### config.mk
export PLATFORM = sky130hd
export DESIGN_NAME = voice_allocator
export DESIGN_NICKNAME = d
export VERILOG_FILES = /design/src/rtl/voice_allocator.sv
export SDC_FILE = /design/constraint.sdc
export NUM_CORES = 1
export LEC_CHECK = 0
export ABC_AREA = 0
export CELL_PAD_IN_SITES_DETAIL_PLACEMENT = 1
export CELL_PAD_IN_SITES_GLOBAL_PLACEMENT = 2
export CORE_MARGIN = 2
export CORE_UTILIZATION = 38
export CTS_CLUSTER_DIAMETER = 150
export DETAILED_ROUTE_END_ITERATION = 10
export DONT_BUFFER_PORTS = 1
export GPL_ROUTABILITY_DRIVEN = 0
export MAX_ROUTING_LAYER = met4
export PLACE_DENSITY = 0.8
export SYNTH_ARGS = -nofsm -noshare
export SYNTH_HDL_FRONTEND = slang
export SYNTH_SLANG_ARGS = --single-unit
### constraint.sdc
create_clock -name clk -period 5.1 [get_ports clk]
set_clock_uncertainty 0.2 [all_clocks]
set_input_delay 1.02 -clock clk [delete_from_list [all_inputs] [get_ports clk]]
set_output_delay 1.02 -clock clk [all_outputs]
set_load 0.005 [all_outputs]
### src/rtl/voice_allocator.sv
// voice_allocator: polyphony scheduler for a bank of midi_player voices.
//
// Events (note-on/note-off) are accepted one at a time. Each note-on is given
// to a voice already holding that note (retrigger), to the lowest-index free
// voice, or, when every voice is busy, to the oldest voice (steal). Retriggered
// and stolen voices hold their gate low for RETRIG_CYCLES cycles so the
// downstream ADSR restarts.
//
// Optional feature macro: VOICE_ALLOC_STEAL_EN
//   defined   - a note-on with every voice busy steals the oldest voice
//   undefined - such a note-on is discarded and drop_pulse fires instead
//
// Ports:
//   clk, rst       clock, synchronous active-high reset
//   ev_valid       event present
//   ev_ready       allocator can accept an event (registered)
//   ev_note        MIDI note number of the event
//   ev_on          1 = note-on, 0 = note-off
//   voice_note     packed per-voice note, voice v at [8v+7:8v]
//   voice_gate     per-voice gate
//   active_count   voices gated or in retrigger (registered)
//   steal_pulse    one-cycle pulse when a voice is stolen
//   drop_pulse     one-cycle pulse when a note-on is discarded
module voice_allocator #(
  parameter int unsigned NUM_VOICES    = 4,
  parameter int unsigned AGE_W         = 8,
  parameter int unsigned RETRIG_CYCLES = 4
) (
  input  logic                              clk,
  input  logic                              rst,
  input  logic                              ev_valid,
  output logic                              ev_ready,
  input  logic [7:0]                        ev_note,
  input  logic                              ev_on,
  output logic [8*NUM_VOICES-1:0]           voice_note,
  output logic [NUM_VOICES-1:0]             voice_gate,
  output logic [$clog2(NUM_VOICES+1)-1:0]   active_count,
  output logic                              steal_pulse,
  output logic                              drop_pulse
);

  localparam int unsigned VIdxW = $clog2(NUM_VOICES);
  localparam int unsigned CntW  = $clog2(NUM_VOICES + 1);
  localparam int unsigned RcW   = $clog2(RETRIG_CYCLES + 1);

  typedef enum logic [1:0] {StIdle, StSearch, StRetrig} state_e;

  state_e                  state_q, state_d;
  logic [7:0]              ev_note_q, ev_note_d;
  logic                    ev_on_q, ev_on_d;
  logic [7:0]              note_q [NUM_VOICES];
  logic [7:0]              note_d [NUM_VOICES];
  logic [NUM_VOICES-1:0]   gate_q, gate_d;
  logic [AGE_W-1:0]        age_q [NUM_VOICES];
  logic [AGE_W-1:0]        age_d [NUM_VOICES];
  logic [VIdxW-1:0]        tgt_q, tgt_d;
  logic [RcW-1:0]          rcnt_q, rcnt_d;
  logic [CntW-1:0]         active_q, active_d;
  logic                    steal_q, steal_d;
  logic                    drop_q, drop_d;
  logic                    ready_q, ready_d;

  // Search results over the current voice state.
  logic                    match_found, free_found;
  logic [VIdxW-1:0]        match_idx, free_idx;
  logic [VIdxW-1:0]        tgt;
  logic                    apply, retrig;

  always_comb begin
    match_found = 1'b0;
    match_idx   = '0;
    free_found  = 1'b0;
    free_idx    = '0;
    for (int i = 0; i < int'(NUM_VOICES); i++) begin
      if (!match_found && gate_q[i] && (note_q[i] == ev_note_q)) begin
        match_found = 1'b1;
        match_idx   = VIdxW'(i);
      end
      if (!free_found && !gate_q[i]) begin
        free_found = 1'b1;
        free_idx   = VIdxW'(i);
      end
    end
  end

`ifdef VOICE_ALLOC_STEAL_EN
  logic [VIdxW-1:0] steal_idx;
  logic [AGE_W-1:0] best_age;

  // Oldest voice; strict '>' keeps the lowest index on ties.
  always_comb begin
    steal_idx = '0;
    best_age  = age_q[0];
    for (int i = 1; i < int'(NUM_VOICES); i++) begin
      if (age_q[i] > best_age) begin
        best_age  = age_q[i];
        steal_idx = VIdxW'(i);
      end
    end
  end
`endif

  always_comb begin
    state_d   = state_q;
    ev_note_d = ev_note_q;
    ev_on_d   = ev_on_q;
    note_d    = note_q;
    gate_d    = gate_q;
    age_d     = age_q;
    tgt_d     = tgt_q;
    rcnt_d    = rcnt_q;
    steal_d   = 1'b0;
    drop_d    = 1'b0;
    tgt       = '0;
    apply     = 1'b0;
    retrig    = 1'b0;

    unique case (state_q)
      StIdle: begin
        if (ev_valid && ready_q) begin
          ev_note_d = ev_note;
          ev_on_d   = ev_on;
          state_d   = StSearch;
        end
      end

      StSearch: begin
        state_d = StIdle;
        if (ev_on_q) begin
          if (match_found) begin
            tgt          = match_idx;
            apply        = 1'b1;
            retrig       = 1'b1;
            gate_d[tgt]  = 1'b0;
          end else if (free_found) begin
            tgt          = free_idx;
            apply        = 1'b1;
            note_d[tgt]  = ev_note_q;
            gate_d[tgt]  = 1'b1;
          end else begin
`ifdef VOICE_ALLOC_STEAL_EN
            tgt          = steal_idx;
            apply        = 1'b1;
            retrig       = 1'b1;
            note_d[tgt]  = ev_note_q;
            gate_d[tgt]  = 1'b0;
            steal_d      = 1'b1;
`else
            drop_d       = 1'b1;
`endif
          end

          // Target restarts its age; other busy voices grow older (saturating).
          if (apply) begin
            for (int i = 0; i < int'(NUM_VOICES); i++) begin
              if (VIdxW'(i) == tgt) begin
                age_d[i] = '0;
              end else if (gate_q[i] && (age_q[i] != '1)) begin
                age_d[i] = age_q[i] + AGE_W'(1);
              end
            end
          end

          if (retrig) begin
            state_d = StRetrig;
            tgt_d   = tgt;
            rcnt_d  = '0;
          end
        end else begin
          for (int i = 0; i < int'(NUM_VOICES); i++) begin
            if (gate_q[i] && (note_q[i] == ev_note_q)) begin
              gate_d[i] = 1'b0;
            end
          end
        end
      end

      StRetrig: begin
        if (rcnt_q == RcW'(RETRIG_CYCLES - 1)) begin
          gate_d[tgt_q] = 1'b1;
          state_d       = StIdle;
        end else begin
          rcnt_d = rcnt_q + RcW'(1);
        end
      end

      default: state_d = StIdle;
    endcase

    ready_d = (state_d == StIdle);

    // Gated voices plus the retrigger target, which is busy but gated low.
    active_d = '0;
    for (int i = 0; i < int'(NUM_VOICES); i++) begin
      active_d = active_d + CntW'(gate_d[i]);
    end
    if (state_d == StRetrig) begin
      active_d = active_d + CntW'(1);
    end
  end

  always_ff @(posedge clk) begin
    if (rst) begin
      state_q   <= StIdle;
      ev_note_q <= '0;
      ev_on_q   <= 1'b0;
      note_q    <= '{default: '0};
      gate_q    <= '0;
      age_q     <= '{default: '0};
      tgt_q     <= '0;
      rcnt_q    <= '0;
      active_q  <= '0;
      steal_q   <= 1'b0;
      drop_q    <= 1'b0;
      ready_q   <= 1'b0;
    end else begin
      state_q   <= state_d;
      ev_note_q <= ev_note_d;
      ev_on_q   <= ev_on_d;
      note_q    <= note_d;
      gate_q    <= gate_d;
      age_q     <= age_d;
      tgt_q     <= tgt_d;
      rcnt_q    <= rcnt_d;
      active_q  <= active_d;
      steal_q   <= steal_d;
      drop_q    <= drop_d;
      ready_q   <= ready_d;
    end
  end

  always_comb begin
    voice_note = '0;
    for (int i = 0; i < int'(NUM_VOICES); i++) begin
      voice_note[8*i +: 8] = note_q[i];
    end
  end

  assign ev_ready     = ready_q;
  assign voice_gate   = gate_q;
  assign active_count = active_q;
  assign steal_pulse  = steal_q;
  assign drop_pulse   = drop_q;

endmodule

==> impl_table.tex, run 1 <==
\begin{tabular}{lr}
\hline
Metric & Value \\
\hline
\multicolumn{2}{l}{\textbf{Synthesis}} \\
Number of flops mapped to enable cells by yosys & 0 \\
Net count of the mapped netlist & 378 \\
Fraction of synthesis flops using an asynchronous set or reset pin & 0 \\
Cell type with the largest total area after synthesis & sky130\_fd\_sc\_hd\_\_dfxtp\_1 \\
Sequential fraction of the synthesis area & 0.370 \\
Share of the synthesized area in the top cell type & 0.370 \\
Yosys synthesis warning count & 0 \\
Post-synth top flop & sky130\_fd\_sc\_hd\_\_dfxtp\_1 \\
Average cell area after synthesis & 8.67 sq um \\
Post-synthesis sequential element count & 57 \\
Cells after Synth & 356 \\
Distinct cell type count of the synthesized netlist & 45 \\
Cell area after synthesis & 3090 sq um \\
Cells taking the most area after synthesis & sky130\_fd\_sc\_hd\_\_dfxtp\_1 (37\%), sky130\_fd\_sc\_hd\_\_mux2i\_1 (7.8\%), sky130\_fd\_sc\_hd\_\_xnor2\_1 (6.8\%), sky130\_fd\_sc\_hd\_\_nor2\_1 (5.5\%), sky130\_fd\_sc\_hd\_\_a21oi\_1 (4.7\%) \\
\multicolumn{2}{l}{\textbf{Critical path}} \\
Nature of the critical path startpoint & flop \\
Kind of critical path & reg -> reg \\
Cells traversed along the worst timing path & xnor2\_1, nand4\_1, or3\_1, or3b\_2, a211oi\_1, a21oi\_1, fa\_1, ha\_1, inv\_1, fa\_1, nor2\_1, mux2\_1 \\
Crit end category & flop \\
Required time reported for the critical path endpoint & 5130 ps \\
Peak fanout along the critical path & 9 \\
Cell repeated most along the worst path & sky130\_fd\_sc\_hd\_\_fa\_1 \\
Data arrival time of the critical path & 4280 ps \\
Kind of cell adding the most delay to the critical path & adder cells \\
Slowest cell delay on critical path & 600 ps \\
Buffer and inverter count on the worst path & 1 \\
Worst path slowest cell & sky130\_fd\_sc\_hd\_\_dfxtp\_1 \\
\multicolumn{2}{l}{\textbf{Die}} \\
Width of the chip & 94.1 um \\
Die footprint & 8860 sq um \\
Y dimension of the die & 94.1 um \\
Starting Density & 0.395 \\
Standard-cell row count & 32 \\
Number of primary I/O pins & 54 \\
Core area & 7810 sq um \\
\multicolumn{2}{l}{\textbf{Pwr}} \\
Share of power burned in the clock network & 0.472 \\
Part of the total power dissipated in combinational logic & 0.074 \\
Switching power share of the total & 0.263 \\
Sequential cell fraction of total power & 0.454 \\
P\_leak & 1.17 nW \\
Net load switching power & 0.000272 W \\
Cell internal power dissipation & 0.000761 W \\
Highest ir drop seen on vdd & 0.148 mV \\
Cell area power density & 313 nW/um\^{}2 \\
\multicolumn{2}{l}{\textbf{Place}} \\
Hpwl dp & 5880 um \\
Worst slack, placed & 865 ps \\
Cell area reported after detailed placement & 3080 sq um \\
Number of input and output port buffers inserted & 0 \\
\multicolumn{2}{l}{\textbf{Global route}} \\
Overall Global Routing Usage & 0.205 \\
First-pass GRT wire length & 13600 um \\
Pin count of the biggest net entering global routing & 60 \\
Number of antenna violations at the first check in global routing & 0 \\
Total overflow reported by the global router & 0 \\
Number of global-route vias before repair & 2508 \\
\multicolumn{2}{l}{\textbf{Route}} \\
Via count & 2468 \\
Post-route ant nets & 0 \\
DR pass1 iterations & 5 \\
Routed vias/inst & 5.47 \\
Total length of routed wires & 8230 um \\
DRC Markers & 0 \\
DRC violation total after the first TritonRoute iteration & 114 \\
Average wire per cell in the routed design & 18.2 um \\
\multicolumn{2}{l}{\textbf{Worst hold path}} \\
Worst Hold Class & reg -> reg \\
\multicolumn{2}{l}{\textbf{Timing}} \\
\# setup viols final & 0 \\
Period utilization & 0.833 \\
Number of slew-limit violations in the final report & 0 \\
Final Hold Vio Count & 0 \\
Unrepaired setup endpoints after global routing & no \\
Highest achievable clock rate & 236 MHz \\
Setup TNS Final & 0 ps \\
Worst slew margin relative to its limit & 0.395 \\
Worst Max-Slew Pin Slew & 901 ps \\
Minimum setup slack in the final design & 854 ps \\
Final critical-path required period & 4250 ps \\
\multicolumn{2}{l}{\textbf{Cells and area}} \\
Antenna fix cells & 0 \\
Layout area overhead & 7.01\% \\
Count of nets after finishing & 366 \\
Summed area of non-filler cells in the final layout & 3300 sq um \\
Layout cell share with drive strength beyond 1 & 0.0774 \\
\multicolumn{2}{l}{\textbf{Clock tree}} \\
Clock Sink Count & 57 \\
CTS hold repair buffers & 0 \\
Clk slew on worst S/H paths & 70 ps \\
Number of buffers added by the clock tree synthesis step & 9 \\
Clock tree from TritonCTS & built \\
Buffer type at the clock tree root & sky130\_fd\_sc\_hd\_\_clkbuf\_8 \\
CTS H-tree depth & 3 \\
Buffer depth of the longest clock path & 2 \\
Latest clock arrival within the worst-skew pair & 350 ps \\
Post-CTS Setup Inserts & 0 \\
Count of cells resized by post-cts repair & 0 \\
\multicolumn{2}{l}{\textbf{Job}} \\
Number of max-capacitance violations reported & 0 \\
\multicolumn{2}{l}{\textbf{Run status}} \\
Status & finished, final reports clean \\
\hline
\end{tabular}
[cells in the mapped netlist (all sizes together) (12+ instances only)]
| cell type | instances |
|---|---|
| buf | 13 |
| xnor2 | 24 |
| dfxtp | 57 |
| clkbuf | 12 |
| o21ai | 15 |
| inv | 14 |
| mux2i | 24 |
| nand3 | 13 |
| nand2 | 27 |
| nor2 | 45 |
| a21oi | 29 |
[state kept, by name, indices dropped and copies added, names as in the netlist]
register / count
tgt_q: 2
ev_ready: 1
drop_pulse: 1
voice_gate: 4
voice_note: 32
rcnt_q: 3
state_q: 2
ev_on_q: 1
ev_note_q: 8
active_count: 3
[routing by layer]
| layer | global-route usage | vias to the layer above | wire, um |
|---|---|---|---|
| met2 | 0.298 | 63 | 3620 |
| met3 | 0.0698 | 7 | 487 |
| met5 | - | - | 0 |
| met4 | 0.0580 | 0 | 102 |
| li1 | - | 1211 | - |
| met1 | 0.272 | 1187 | 4020 |
[area by class of cell]
type	instances	area (sq um)
flip-flops and latches	57	1140
multi-input cells	260	1740
well taps	102	128
repair buffers	2	15.0
fillers	942	4500
clock buffers	9	124
clock inverters	7	101
inverters	14	52.6
[final timing paths]
| path | from | end | slack [ps] | cells past startpoint |
|---|---|---|---|---|
| worst max-delay path | ev_note_q[6] | active_count[1] | 850 | 12 |
| worst min-delay path | voice_note[11] | voice_note[11] | 330 | 2 |
| worst max register to register | ev_note_q[6] | active_count[1] | 850 | 12 |
| worst min register to register | voice_note[11] | voice_note[11] | 330 | 2 |
[worst reg2reg max path, delay by kind of cell, from the launching register on]
| family | cells | cell delay [ps] |
|---|---|---|
| AO/OA/AOI/OAI | 2 | 410 |
| AND/OR/NAND/NOR | 4 | 1140 |
| adder cells (fa/ha/maj) | 3 | 1230 |
| buffers and inverters | 1 | 60 |
| multiplexers | 1 | 290 |
| XOR/XNOR | 1 | 200 |
| flip-flops | 1 | 600 |
[cell families after synthesis]
logic type / synth area share
XOR/XNOR: 0.0908
adder cells (fa/ha/maj): 0.0454
AO/OA/AOI/OAI: 0.141
other: 0.00121
buffers and inverters: 0.0681
flip-flops: 0.370
multiplexers: 0.0888
AND/OR/NAND/NOR: 0.195
[power by group through the flow]
stage          Clock (W)  Sequential (W)  Combinational (W)
3_3_place_gp           0        0.000479          0.0000757
6_report        0.000488        0.000469          0.0000762
4_1_cts         0.000499        0.000470          0.0000774
3_5_place_dp           0        0.000480          0.0000767
5_1_grt         0.000523        0.000471          0.0000883
2_1_floorplan          0        0.000467          0.0000803
[cell usage in the layout (no fill, tap or decap), types with 4 or more instances in the layout]
cell	n
sky130_fd_sc_hd__or3_1	4
sky130_fd_sc_hd__nand4_1	8
sky130_fd_sc_hd__clkbuf_8	9
sky130_fd_sc_hd__o21ai_0	15
sky130_fd_sc_hd__nand2_1	27
sky130_fd_sc_hd__nor3_1	8
sky130_fd_sc_hd__xnor2_1	24
sky130_fd_sc_hd__a21oi_1	29
sky130_fd_sc_hd__inv_1	14
sky130_fd_sc_hd__mux2i_1	24
sky130_fd_sc_hd__nand3_1	13
sky130_fd_sc_hd__nor2_1	45
sky130_fd_sc_hd__ha_1	8
sky130_fd_sc_hd__a211oi_1	5
sky130_fd_sc_hd__dfxtp_1	57
sky130_fd_sc_hd__xor2_1	8
[per-stage QoR]
| step | util | hold WS [ps] | total power [W] | std cells |
|---|---|---|---|---|
| final | 0.423 | 331 | 0.00103 | 451 |
| after global routing | 0.423 | 367 | 0.00108 | 451 |
| after CTS | 0.423 | 334 | 0.00105 | 451 |
| after detailed placement | 0.394 | 325 | 0.000557 | 435 |
| after global placement | 0.394 | 306 | 0.000555 | 435 |
| after floorplan | - | 275 | 0.000547 | 356 |
No activity file was read; power rests on OpenSTA's default activity.
==> inputs of run 2 (changes only) <==
Clock period 5.1 ns to 4.3 ns, I/O delays scaled along.
==> impl_table.tex, run 2 (same netlist as run 1, synthesis figures left out) <==
\begin{tabular}{lr}
\hline
Metric & Value \\
\hline
\multicolumn{2}{l}{\textbf{Run status}} \\
Status & finished, final reports clean \\
\multicolumn{2}{l}{\textbf{Cells and area}} \\
Count of nets after finishing & 373 \\
Summed area of non-filler cells in the final layout & 3340 sq um \\
Layout area overhead & 8.31\% \\
Most common library cell in the layout ignoring fill and taps & sky130\_fd\_sc\_hd\_\_dfxtp\_1 \\
Most frequent cells in the layout & sky130\_fd\_sc\_hd\_\_dfxtp\_1 (52), sky130\_fd\_sc\_hd\_\_nor2\_1 (45), sky130\_fd\_sc\_hd\_\_a21oi\_1 (29) \\
Cell Count, Final, Fillers Out & 458 \\
Antenna fix cells & 0 \\
Layout cell share with drive strength beyond 1 & 0.107 \\
Max reg flops & 32 \\
Final-layout fill cell count & 941 \\
\multicolumn{2}{l}{\textbf{Worst hold path}} \\
Hold Path Origin & ev\_note\_q[2] \\
Depth of the worst hold-timing path & 2 \\
Worst Hold Class & reg -> reg \\
Worst Hold End & ev\_note\_q[2] \\
\multicolumn{2}{l}{\textbf{Timing}} \\
\# setup viols final & 0 \\
Setup TNS Final & 0 ps \\
Worst slew margin relative to its limit & 0.344 \\
Number of slew-limit violations in the final report & 0 \\
Minimum setup slack in the final design & 321 ps \\
Period utilization & 0.925 \\
Highest achievable clock rate & 251 MHz \\
Unrepaired setup endpoints after global routing & no \\
Final critical-path required period & 3980 ps \\
Final Hold Vio Count & 0 \\
Worst Max-Slew Pin Slew & 976 ps \\
\multicolumn{2}{l}{\textbf{Clock tree}} \\
CTS H-tree depth & 3 \\
Clock tree from TritonCTS & built \\
Clock Sink Count & 57 \\
Number of buffers added by the clock tree synthesis step & 9 \\
Latest clock arrival within the worst-skew pair & 340 ps \\
Buffer depth of the longest clock path & 2 \\
Buffer type at the clock tree root & sky130\_fd\_sc\_hd\_\_clkbuf\_8 \\
Clk slew on worst S/H paths & 70 ps \\
\multicolumn{2}{l}{\textbf{Die}} \\
Die footprint & 8860 sq um \\
Number of primary I/O pins & 54 \\
Standard-cell row count & 32 \\
Starting Density & 0.395 \\
Core area & 7810 sq um \\
Width of the chip & 94.1 um \\
Y dimension of the die & 94.1 um \\
\multicolumn{2}{l}{\textbf{Global route}} \\
Pin count of the biggest net entering global routing & 60 \\
Number of global-route vias before repair & 2549 \\
Overall Global Routing Usage & 0.207 \\
First-pass GRT wire length & 13700 um \\
Total overflow reported by the global router & 0 \\
Number of antenna violations at the first check in global routing & 0 \\
\multicolumn{2}{l}{\textbf{Critical path}} \\
Cell repeated most along the worst path & sky130\_fd\_sc\_hd\_\_fa\_1 \\
Nature of the critical path startpoint & flop \\
Worst path slowest cell & sky130\_fd\_sc\_hd\_\_dfxtp\_1 \\
Peak fanout along the critical path & 8 \\
Worst R2R Start & ev\_note\_q[0] \\
Setup slack, reg-to-reg & 320 ps \\
Data arrival time of the critical path & 4000 ps \\
Kind of critical path & reg -> reg \\
Slowest cell delay on critical path & 540 ps \\
Reg2reg path depth & 12 \\
Required time reported for the critical path endpoint & 4330 ps \\
Cells traversed along the worst timing path & xnor2\_1, nand4\_1, or3\_1, or3b\_2, a211oi\_1, a21oi\_1, fa\_1, ha\_1, inv\_1, fa\_1, nor2\_1, mux2\_1 \\
Crit end category & flop \\
End of the worst register-to-register path & active\_count[1] \\
\multicolumn{2}{l}{\textbf{Place}} \\
Number of input and output port buffers inserted & 0 \\
Hpwl dp & 6060 um \\
Cell area reported after detailed placement & 3130 sq um \\
Cell count after placement & 442 \\
Worst slack, placed & 219 ps \\
\multicolumn{2}{l}{\textbf{Route}} \\
DRC Markers & 0 \\
Via count & 2484 \\
DR pass1 iterations & 4 \\
DRC violation total after the first TritonRoute iteration & 76 \\
Average wire per cell in the routed design & 18.3 um \\
Post-route ant nets & 0 \\
Routed vias/inst & 5.42 \\
Total length of routed wires & 8380 um \\
\multicolumn{2}{l}{\textbf{Pwr}} \\
Cell internal power dissipation & 0.000875 W \\
Net load switching power & 0.000303 W \\
Part of the total power dissipated in combinational logic & 0.084 \\
Highest ir drop seen on vdd & 0.181 mV \\
P\_leak & 1.21 nW \\
Switching power share of the total & 0.257 \\
Share of power burned in the clock network & 0.446 \\
Sequential cell fraction of total power & 0.470 \\
Cell area power density & 352 nW/um\^{}2 \\
\multicolumn{2}{l}{\textbf{Job}} \\
Number of max-capacitance violations reported & 0 \\
\hline
\end{tabular}
-- run 2: changes by cell type in the layout (fill, tap and decap cells not counted), sizes merged --
cell and delta:
inv -2, buf +7, clkinv +1, clkbuf +3, bufinv -1, clkinvlp -1
-- run 2: power by group through the flow --
stage	Clock, W	Sequential (W)	Combinational [W]
final	0.000525	0.000553	0.0000994
after floorplan	0	0.000554	0.0000953
after global placement	0	0.000564	0.0000985
after global routing	0.000573	0.000554	0.000113
after CTS	0.000542	0.000552	0.000101
after detailed placement	0	0.000564	0.000100
-- run 2: through the flow --
| stage | hold slack (ps) | total power, W | util |
|---|---|---|---|
| detailed placement | 300 | 0.000665 | 0.401 |
| global placement | 294 | 0.000662 | 0.401 |
| floorplan | 275 | 0.000649 | - |
| CTS | 309 | 0.00120 | 0.427 |
| finish | 301 | 0.00118 | 0.428 |
| global route | 344 | 0.00124 | 0.428 |
-- run 2: layout make-up --
type	count	area [sq um]	share of cell area
Tap cell	102	128	0.0382
Clock buffer	12	155	0.0464
Timing Repair Buffer	9	67.6	0.0202
Multi-Input combinational cell	260	1740	0.521
Inverter	14	52.6	0.0157
Clock inverter	4	51.3	0.0153
Sequential cell	57	1150	0.343
-- run 2: worst max-delay path, delay by kind of cell, from the launching register on --
family	cells	cell delay (ps)
adder cells (fa/ha/maj)	3	1230
AND/OR/NAND/NOR	4	1000
flip-flops	1	540
AO/OA/AOI/OAI	2	400
multiplexers	1	280
XOR/XNOR	1	160
buffers and inverters	1	60
-- run 2: worst max path at each step --
stage	startpoint	end	cells past startpoint
4_1_cts	ev_note_q[4]	active_count[1]	12
6_report	ev_note_q[0]	active_count[1]	12
3_3_place_gp	ev_note_q[1]	active_count[1]	13
5_1_grt	ev_note_q[0]	active_count[1]	12
2_1_floorplan	ev_note_q[0]	active_count[1]	14
3_5_place_dp	ev_note_q[4]	active_count[1]	12
-- run 2: timing repair --
action	4_1_cts	5_1_grt
gates resized for setup	0	5
hold buffers	0	0
buffers inserted	0	0
setup endpoints to repair	0	1
endpoints found under the hold margin	0	0
-- run 2: layer usage --
metal,global-route usage,vias to the layer above,share of wire
met5,-,-,0
met3,0.0554,10,0.041
met4,0.0580,0,0.013
met2,0.315,50,0.44
li1,-,1225,-
met1,0.271,1199,0.50
==> edit, RTL diff (config.mk and constraints of run 2) <==
`NUM_VOICES`: 4 -> 8.
--- a/src/rtl/voice_allocator.sv
+++ b/src/rtl/voice_allocator.sv
@@ -23,5 +23,5 @@
 //   drop_pulse     one-cycle pulse when a note-on is discarded
 module voice_allocator #(
-  parameter int unsigned NUM_VOICES    = 4,
+  parameter int unsigned NUM_VOICES    = 8,
   parameter int unsigned AGE_W         = 8,
   parameter int unsigned RETRIG_CYCLES = 4
Interface: changed (resized active_count, voice_gate and voice_note); port bits go from 54 to 91. The function was not compared with the original's and may differ.
==> edit against run 2 <==
- sequential power rose by 62%
- hold slack improved by 2.5 ps
- combinational power rose to 2.5 times the old value
- routed wire length rose to 2.5 times the old value
- setup slack got worse by 1100 ps
- cell area rose by 130%
- synthesized area rose by 68%
- largest cell class unchanged
- power rose by 70%
- sequential share of layout area fell by 8.9 points
- the flow now finishes with violations (setup timing)
- sequential cell count rose by 38
- critical endpoint unchanged
- count of clock-buffer cells in the layout fell by 1
- first-iteration DRC count rose to 4.1 times the old value
==> edit: results (changes against run 2) <==
Run status
  • Failing checks: setup timing
  • Status: complete, but fails checks

Place
  • Pre-CTS setup slack: -888 ps (-1110 ps)
  • Placed inst area: 0.00658 mm^2 (+110%)
  • Dpl hpwl: 13.3 mm (+120%)
  • Dpl cells: 891 (+100%)

Yosys
  • Synth cell types: 59 (+31%)
  • Post-synthesis net count: 598 (+58%)
  • Synth top cells by count: dfxtp_1, nor2_1, mux2i_1
  • Cells after Synth: 572 (+61%)
  • Sequential share of the synthesized area: 36.6% (-0.34 points)
  • Synth area leaders: dfxtp_1, mux2i_1, xor2_1, nor2_1, xnor2_1

Worst hold path
  • Hold Path Sink: rcnt_q[2]$_SDFFE_PP0P_
  • Hold depth: 1 (-1)
  • Worst Hold Launch: rcnt_q[2]$_SDFFE_PP0P_

Route
  • Initial DRC Count: 315 (+310%)
  • Vias per inst: 5.47 (+0.80%)
  • Via count: 5150 (+110%)
  • DR pass1 iterations: 4 (unchanged)

Timing
  • Hold Slack: 304 ps (+2.53 ps)
  • Final setup TNS: -4920 ps (-4920 ps)
  • Final setup fails: 12 (+12)
  • Max_slew headroom: 43.6% (+9.2 points)
  • Fin worst setup slack: -762 ps (-1080 ps)

Final layout
  • Fin nets: 788 (+110%)
  • Largest register FFs: 64 (+100%)
  • Layout cells sized above 1: 38.3% (+28 points)

GRT
  • Largest net degree at the start of global routing: 96 (+60%)
  • First-pass GRT wire length: 30.6 mm (+120%)
  • Vias in the first global route: 5595 (+120%)

Setup path
  • Largest stage delay on the critical path: 580 ps (+40 ps)
  • CP max FO: 5 (-3)
  • Reg2Reg Launch Point: ev_note_q[3]$_SDFFE_PP0P_
  • Slowest cell on the critical path: fa_2
  • Cell count of the worst reg-to-reg path: 21 (+9)

Pwr
  • Peak VDD IR: 0.000206 V (+14%)
  • Pleak: 3.52 nW (+190%)

Clocking
  • Clock latency at the later pin of the worst-skew pair: 370 ps (+30 ps)
  • CTS root buf: clkbuf_16
edit: per-layer routing:
layer  global-route usage (%)  routed length (um)  vias up
li1                         -                   -     2349
met3                     8.83                1290       64
met2                     46.8               10400      181
met1                     31.0                8290     2556
met5                        -                   0        -
met4                     12.6                 928        0
edit: power breakdown:
group	switching, W	internal [W]	total, W	leakage, nW
clock	0.000389	0.000468	0.000857	0.142
sequential	0.0000122	0.000885	0.000897	0.771
combinational	0.000130	0.000123	0.000252	2.61
edit: how the worst max path moves through the flow:
stage	from	to	slack [ps]	cells past startpoint
floorplan	ev_note_q[6]$_SDFFE_PP0P_	active_count[1]$_SDFF_PP0_	-610	18
global placement	ev_note_q[7]$_SDFFE_PP0P_	active_count[1]$_SDFF_PP0_	-760	18
detailed placement	ev_note_q[7]$_SDFFE_PP0P_	active_count[1]$_SDFF_PP0_	-890	18
CTS	ev_note_q[3]$_SDFFE_PP0P_	active_count[1]$_SDFF_PP0_	-640	16
global route	ev_note_q[3]$_SDFFE_PP0P_	active_count[3]$_SDFF_PP0_	-880	21
finish	ev_note_q[3]$_SDFFE_PP0P_	active_count[1]$_SDFF_PP0_	-760	21
edit: cell families after synthesis:
group / synth area share (%)
simple gates: 19.9
flops: 36.6
compound gates: 9.23
xor+xnor: 11.1
fa+ha+maj: 3.95
other cells: 0.0722
buf+inv: 6.55
mux: 12.5
edit: final cells by class:
cell class	count	area, um^2
clock buffer	11	243
clock inverter	4	55.1
fill	1511	5730
inverter	12	45.0
multi-input combinational	428	3280
sequential	95	1930
tap	176	220
timing repair buffer	216	1800
edit: what timing repair did:
| item | in CTS | in global routing |
|---|---|---|
| pin swaps | 19 | 12 |
| buffers inserted | 28 | 9 |
| endpoints found under the setup margin | 4 | 12 |
| resized for setup | 37 | 47 |
